==> src/rtl/logic_unit_arbiter.sv <==
// logic_unit_arbiter: four requesters share one registered bitwise logic unit.
// A round-robin pick in IDLE captures the winner's operands, EXEC computes the
// result, and DONE holds it on a valid/ready handshake until it is accepted.
module logic_unit_arbiter #(
    parameter int WIDTH = 8
) (
    input  logic                 clk,
    input  logic                 rst,
    input  logic [3:0]           req,
    input  logic [4*WIDTH-1:0]   a_in,
    input  logic [4*WIDTH-1:0]   b_in,
    input  logic [7:0]           op_in,
    output logic [3:0]           gnt,
    output logic [WIDTH-1:0]     res_data,
    output logic [1:0]           res_id,
    output logic                 res_valid,
    input  logic                 res_ready,
    output logic                 busy
);

    typedef enum logic [1:0] {
        IDLE = 2'd0,
        EXEC = 2'd1,
        DONE = 2'd2
    } state_t;

    localparam logic [1:0] OP_OR  = 2'b00;
    localparam logic [1:0] OP_AND = 2'b01;
    localparam logic [1:0] OP_XOR = 2'b10;

    state_t           state_q, state_d;
    logic [1:0]       ptr_q, ptr_d;
    logic [3:0]       gnt_q, gnt_d;
    logic [WIDTH-1:0] data_q, data_d;
    logic [1:0]       id_q, id_d;
    logic             valid_q, valid_d;
    logic [WIDTH-1:0] a_q, a_d;
    logic [WIDTH-1:0] b_q, b_d;
    logic [1:0]       op_q, op_d;
    logic [1:0]       own_q, own_d;

    logic [1:0]       win;

    // Bitwise unit; NOR is inverted in-width so no bits above WIDTH exist.
    function automatic logic [WIDTH-1:0] lu(input logic [1:0] op,
                                            input logic [WIDTH-1:0] a,
                                            input logic [WIDTH-1:0] b);
        case (op)
            OP_OR:   lu = a | b;
            OP_AND:  lu = a & b;
            OP_XOR:  lu = a ^ b;
            default: lu = ~(a | b);
        endcase
    endfunction

    // Round-robin pick: scan from ptr+3 down to ptr so the lowest offset wins.
    always_comb begin
        win = ptr_q;
        for (int k = 3; k >= 0; k--) begin
            if (req[ptr_q + 2'(k)]) win = ptr_q + 2'(k);
        end
    end

    // Next-state and datapath control for the IDLE/EXEC/DONE sequence.
    always_comb begin
        state_d = state_q;
        ptr_d   = ptr_q;
        gnt_d   = gnt_q;
        data_d  = data_q;
        id_d    = id_q;
        valid_d = valid_q;
        a_d     = a_q;
        b_d     = b_q;
        op_d    = op_q;
        own_d   = own_q;
        case (state_q)
            IDLE: begin
                gnt_d = 4'b0000;
                if (|req) begin
                    a_d     = a_in[int'(win)*WIDTH +: WIDTH];
                    b_d     = b_in[int'(win)*WIDTH +: WIDTH];
                    op_d    = op_in[int'(win)*2 +: 2];
                    own_d   = win;
                    gnt_d   = 4'b0001 << win;
                    state_d = EXEC;
                end
            end
            EXEC: begin
                data_d  = lu(op_q, a_q, b_q);
                id_d    = own_q;
                valid_d = 1'b1;
                gnt_d   = 4'b0000;
                state_d = DONE;
            end
            DONE: begin
                // Priority moves past the requester just served.
                if (valid_q && res_ready) begin
                    valid_d = 1'b0;
                    ptr_d   = own_q + 2'd1;
                    state_d = IDLE;
                end
            end
            default: begin
                state_d = IDLE;
                gnt_d   = 4'b0000;
                valid_d = 1'b0;
            end
        endcase
    end

    // State and output registers; reset discards any transaction in flight.
    always_ff @(posedge clk) begin
        if (rst) begin
            state_q <= IDLE;
            ptr_q   <= 2'd0;
            gnt_q   <= 4'b0000;
            data_q  <= '0;
            id_q    <= 2'd0;
            valid_q <= 1'b0;
            a_q     <= '0;
            b_q     <= '0;
            op_q    <= 2'd0;
            own_q   <= 2'd0;
        end else begin
            state_q <= state_d;
            ptr_q   <= ptr_d;
            gnt_q   <= gnt_d;
            data_q  <= data_d;
            id_q    <= id_d;
            valid_q <= valid_d;
            a_q     <= a_d;
            b_q     <= b_d;
            op_q    <= op_d;
            own_q   <= own_d;
        end
    end

    assign gnt       = gnt_q;
    assign res_data  = data_q;
    assign res_id    = id_q;
    assign res_valid = valid_q;
    assign busy      = (state_q != IDLE);

endmodule

==> config.mk <==
export PLATFORM = sky130hd
export DESIGN_NAME = logic_unit_arbiter
export DESIGN_NICKNAME = d
export VERILOG_FILES = /design/src/rtl/logic_unit_arbiter.sv
export SDC_FILE = /design/constraint.sdc
export NUM_CORES = 1
export LEC_CHECK = 0
export CORE_AREA = 8 8 82 84
export CTS_BUF_LIST = sky130_fd_sc_hd__clkbuf_16
export CTS_CLUSTER_SIZE = 30
export DETAILED_ROUTE_END_ITERATION = 10
export DIE_AREA = 0 0 90 92
export DONT_BUFFER_PORTS = 1
export GPL_TIMING_DRIVEN = 0
export HOLD_SLACK_MARGIN = 0.15
export SYNTH_ARGS = -nofsm -noshare
export SYNTH_HDL_FRONTEND = slang
export SYNTH_SLANG_ARGS = --single-unit
export TNS_END_PERCENT = 100
==> constraint.sdc <==
create_clock -name clk -period 1.9 [get_ports clk]
set_input_delay 0.38 -clock clk [delete_from_list [all_inputs] [get_ports clk]]
set_output_delay 0.38 -clock clk [all_outputs]
set_load 0.01 [all_outputs]
==> key figures <==
Finish
  – Most common cell after layout, fill and taps aside: nor2_1
  – Nets: ~400
  – Diode count: 0
  – Area grow syn2layout: 11.6%
  – Layout cells sized above 1: between 20% and 30%
  – Commonest non-fill, non-tap cells in the layout: 58 x nor2_1, 37 x dfxtp_1, 27 x inv_1
  – Non-Filler Instances: 374

Hold path
  – Hold Crit Class: in2reg

Synthesis
  – Largest family of logic cells by synthesized area: compound AO/OA/AOI/OAI gates
  – Mapped Area: between 2000 and 3000 um2
  – Biggest area consumer among synthesized cells: dfxtp_1
  – XOR/XNOR share of the synthesized area: 0.341%
  – Most frequently used flop master after synthesis: dfxtp_1
  – Synthesized Nets: a little under 400
  – Yosys cell types: 40
  – Post-synth ARST share: 0%
  – Mean post-synth cell area: between 8 and 9 um2
  – Post-synthesis sequential area ratio: 30.4%
  – Synth Instances: a little under 300
  – Simple-Gate Fraction of Synth Area: roughly 14%
  – Adder-Cell Fraction of Synth Area: 7.79%
  – Number of synthesized flops with an enable pin: 0
  – Ys Warns: 0
  – Synth top area cells: dfxtp_1 30%, nor2_1 8.5%, a2111oi_2 8.2%, ha_1 7.8%, mux2_2 6.6%
  – Synthesis-stage register bit count: 39
  – Area fraction of the dominant cell type after synthesis: 30.4%
  – Post-synthesis compound-gate area fraction: 25.5%
  – Mux cell area share after synthesis: 14.1%

Run
  – Max-cap check violation count: 0

Timing
  – Slew @ Worst Pin: ~720 ps
  – Final min period: approximately 1800 ps
  – Tightest hold margin: 267 ps
  – RSZ-0062 raised after global routing: yes
  – Setup violations, final: 0
  – Fmax: between 500 and 600 MHz
  – Tcrit/Tclk final: 95.5%
  – Rel. slew slack: ~52%
  – Final hold vios: 0
  – Clock Skew: a little over 4 ps
  – Pins Over Slew Limit: 0
  – Final worst slack: between 80 and 90 ps
  – Setup Total Neg Slack: 0 ps

Routing
  – Drt initial violations: ~130
  – Vias: between 2k and 2.5k
  – Initial DRT Pass Iterations: 4
  – Post-route ant nets: 0
  – Via density: around 5.7
  – Routed WL: 7.22 mm
  – WL/cell: slightly below 20 um
  – DRC errors left: 0

Place
  – Hpwl dp: ~5.6 mm
  – Dpl cells: 363
  – GP Congestion: between 0.7 and 0.8
  – PortBufs: 0
  – Pre-CTS setup slack: -260 ps

Worst setup path
  – Buf/Inv on CP: 1
  – Crit-path max cell delay: 370 ps
  – Critical path fanouts, max: 10
  – Critical path class: reg2reg
  – CP max-delay cell: dfxtp_4
  – Cell Chain, Critical Path: nand2_1 -> a21oi_2 -> o221ai_4 -> buf_6 -> mux2_2 -> o22ai_1 -> a2111oi_2
  – Startpoint types: register
  – Critical Path AT: a little under 2000 ps
  – Worst Setup End Kind: register
  – Worst EP required: just over 2000 ps
  – Family with the most delay on the worst path: compound AO/OA/AOI/OAI gates

GRT
  – All-layer global routing usage: 16.9%
  – Gr ovfl total: 0
  – First-pass GRT wire length: between 10 and 15 mm
  – Largest net degree at the start of global routing: 12
  – Initial antenna violation count: 0
  – Vias in the first global route: approximately 2.1k

Floorplan
  – Die width: about 90 um
  – # rows: 27
  – Die Ht: ~92 um
  – Die area: 8280 um2
  – Placeable Area: 5410 um2
  – I/O Pins: 95
  – Initial Utilization: a little under half

CTS
  – CTS tree: done
  – CTS root buf: clkbuf_16
  – H-Tree Depth: 2
  – Inserted Clock Buffers: 5
  – Clock transition at the registers of the reported paths: around 60 ps
  – # clock sinks: 39
  – Clk_lat worst skew: 280 ps
  – Clock Tree Buf Depth: 2
  – Hold Buf Count CTS: 0

Power
  – Combinational group share of total power: a little under a third
  – Clock Power Share: 30.0%
  – Total Power: 0.00260 W
  – Sw Ratio: 32.6%
  – Max IR drop VDD: about 420 uV
  – Int Power: about 0.0018 W
  – Sequential power share: between 30% and 40%
  – Switching Power: around 0.00085 W
  – Power Density: approximately 910 nW/um2
  – Leak Pwr: 1.11 nW

Outcome
  – Status: completed
[Yosys cell counts (2+ instances only)]
master	count
a2111oi_2	14
nor2_1	58
buf_2	5
o22ai_1	14
o21ai_0	6
buf_6	2
a21oi_1	12
a2111oi_0	3
clkbuf_1	8
mux2i_1	8
inv_1	25
o21a_1	2
o211ai_1	6
nor3_1	3
nand2_1	15
mux2_1	8
a21oi_2	2
ha_1	16
o22ai_2	3
mux2_2	15
a211oi_1	6
dfxtp_1	39
nor2b_1	4
[area by class of cell]
class,count,area (um2)
fillers,529,2540
multi-input cells,209,1610
flip-flops and latches,39,786
plain buffers,18,129
clock buffers,5,125
inverters,25,93.8
well taps,72,90.1
repair buffers,3,22.5
clock inverters,3,12.5
[state kept, by name (all words and copies together), names as in the netlist]
register,count
a_q,8
res_valid,1
res_id,2
op_q,2
b_q,8
own_q,2
res_data,8
state_q,2
ptr_q,2
gnt,4
[through the flow]
stage,utilization (%),area [um2]
after floorplan,-,2570
after global placement,49.2,2660
after detailed placement,49.2,2660
after CTS,52.2,2820
after global routing,53.1,2870
final,53.1,2870
[routing by layer]
| metal | global-route usage [%] | routed length [um] | vias up |
|---|---|---|---|
| li1 | - | - | 1061 |
| met1 | 20.9 | 3200 | 971 |
| met2 | 26.7 | 3260 | 93 |
| met3 | 6.52 | 716 | 2 |
| met4 | 4.58 | 40 | 0 |
| met5 | 0 | 0 | - |
[cell families (layout without fill, tap and decap cells)]
kind of cell | Yosys count | after routing
AO/OA/AOI/OAI | 75 | 75
XOR/XNOR | 1 | 1
adder cells (fa/ha/maj) | 16 | 16
buffers and inverters | 43 | 54
flip-flops | 39 | 39
multiplexers | 32 | 32
AND/OR/NAND/NOR | 85 | 85
[power by group through the flow]
| stage | registers, W | logic (W) | clock network, W |
|---|---|---|---|
| after CTS | 0.00102 | 0.000779 | 0.000796 |
| after global routing | 0.00103 | 0.000884 | 0.000834 |
| after detailed placement | 0.00104 | 0.000764 | 0 |
| after global placement | 0.00104 | 0.000754 | 0 |
| final | 0.00102 | 0.000797 | 0.000781 |
| after floorplan | 0.00101 | 0.000627 | 0 |
[path summary, 6_finish.rpt]
check	start	end	slack, ps	cells after the start
worst max-delay path	ptr_q[1]$_SDFFE_PP0P_	a_q[2]$_SDFFE_PP0P_	90	7
worst min-delay path	res_ready	res_valid$_SDFFE_PP0P_	270	2
worst max register to register	ptr_q[1]$_SDFFE_PP0P_	a_q[2]$_SDFFE_PP0P_	90	7
worst min register to register	a_q[7]$_SDFFE_PP0P_	a_q[7]$_SDFFE_PP0P_	490	2
[repair_timing]
item                                    CTS  global route
cloned                                    0             0
endpoints found under the setup margin   18            19
resized for setup                         4            14
setup buffers                             1             2
pin swaps                                 0             8
Power figures use the tool's default switching activity.
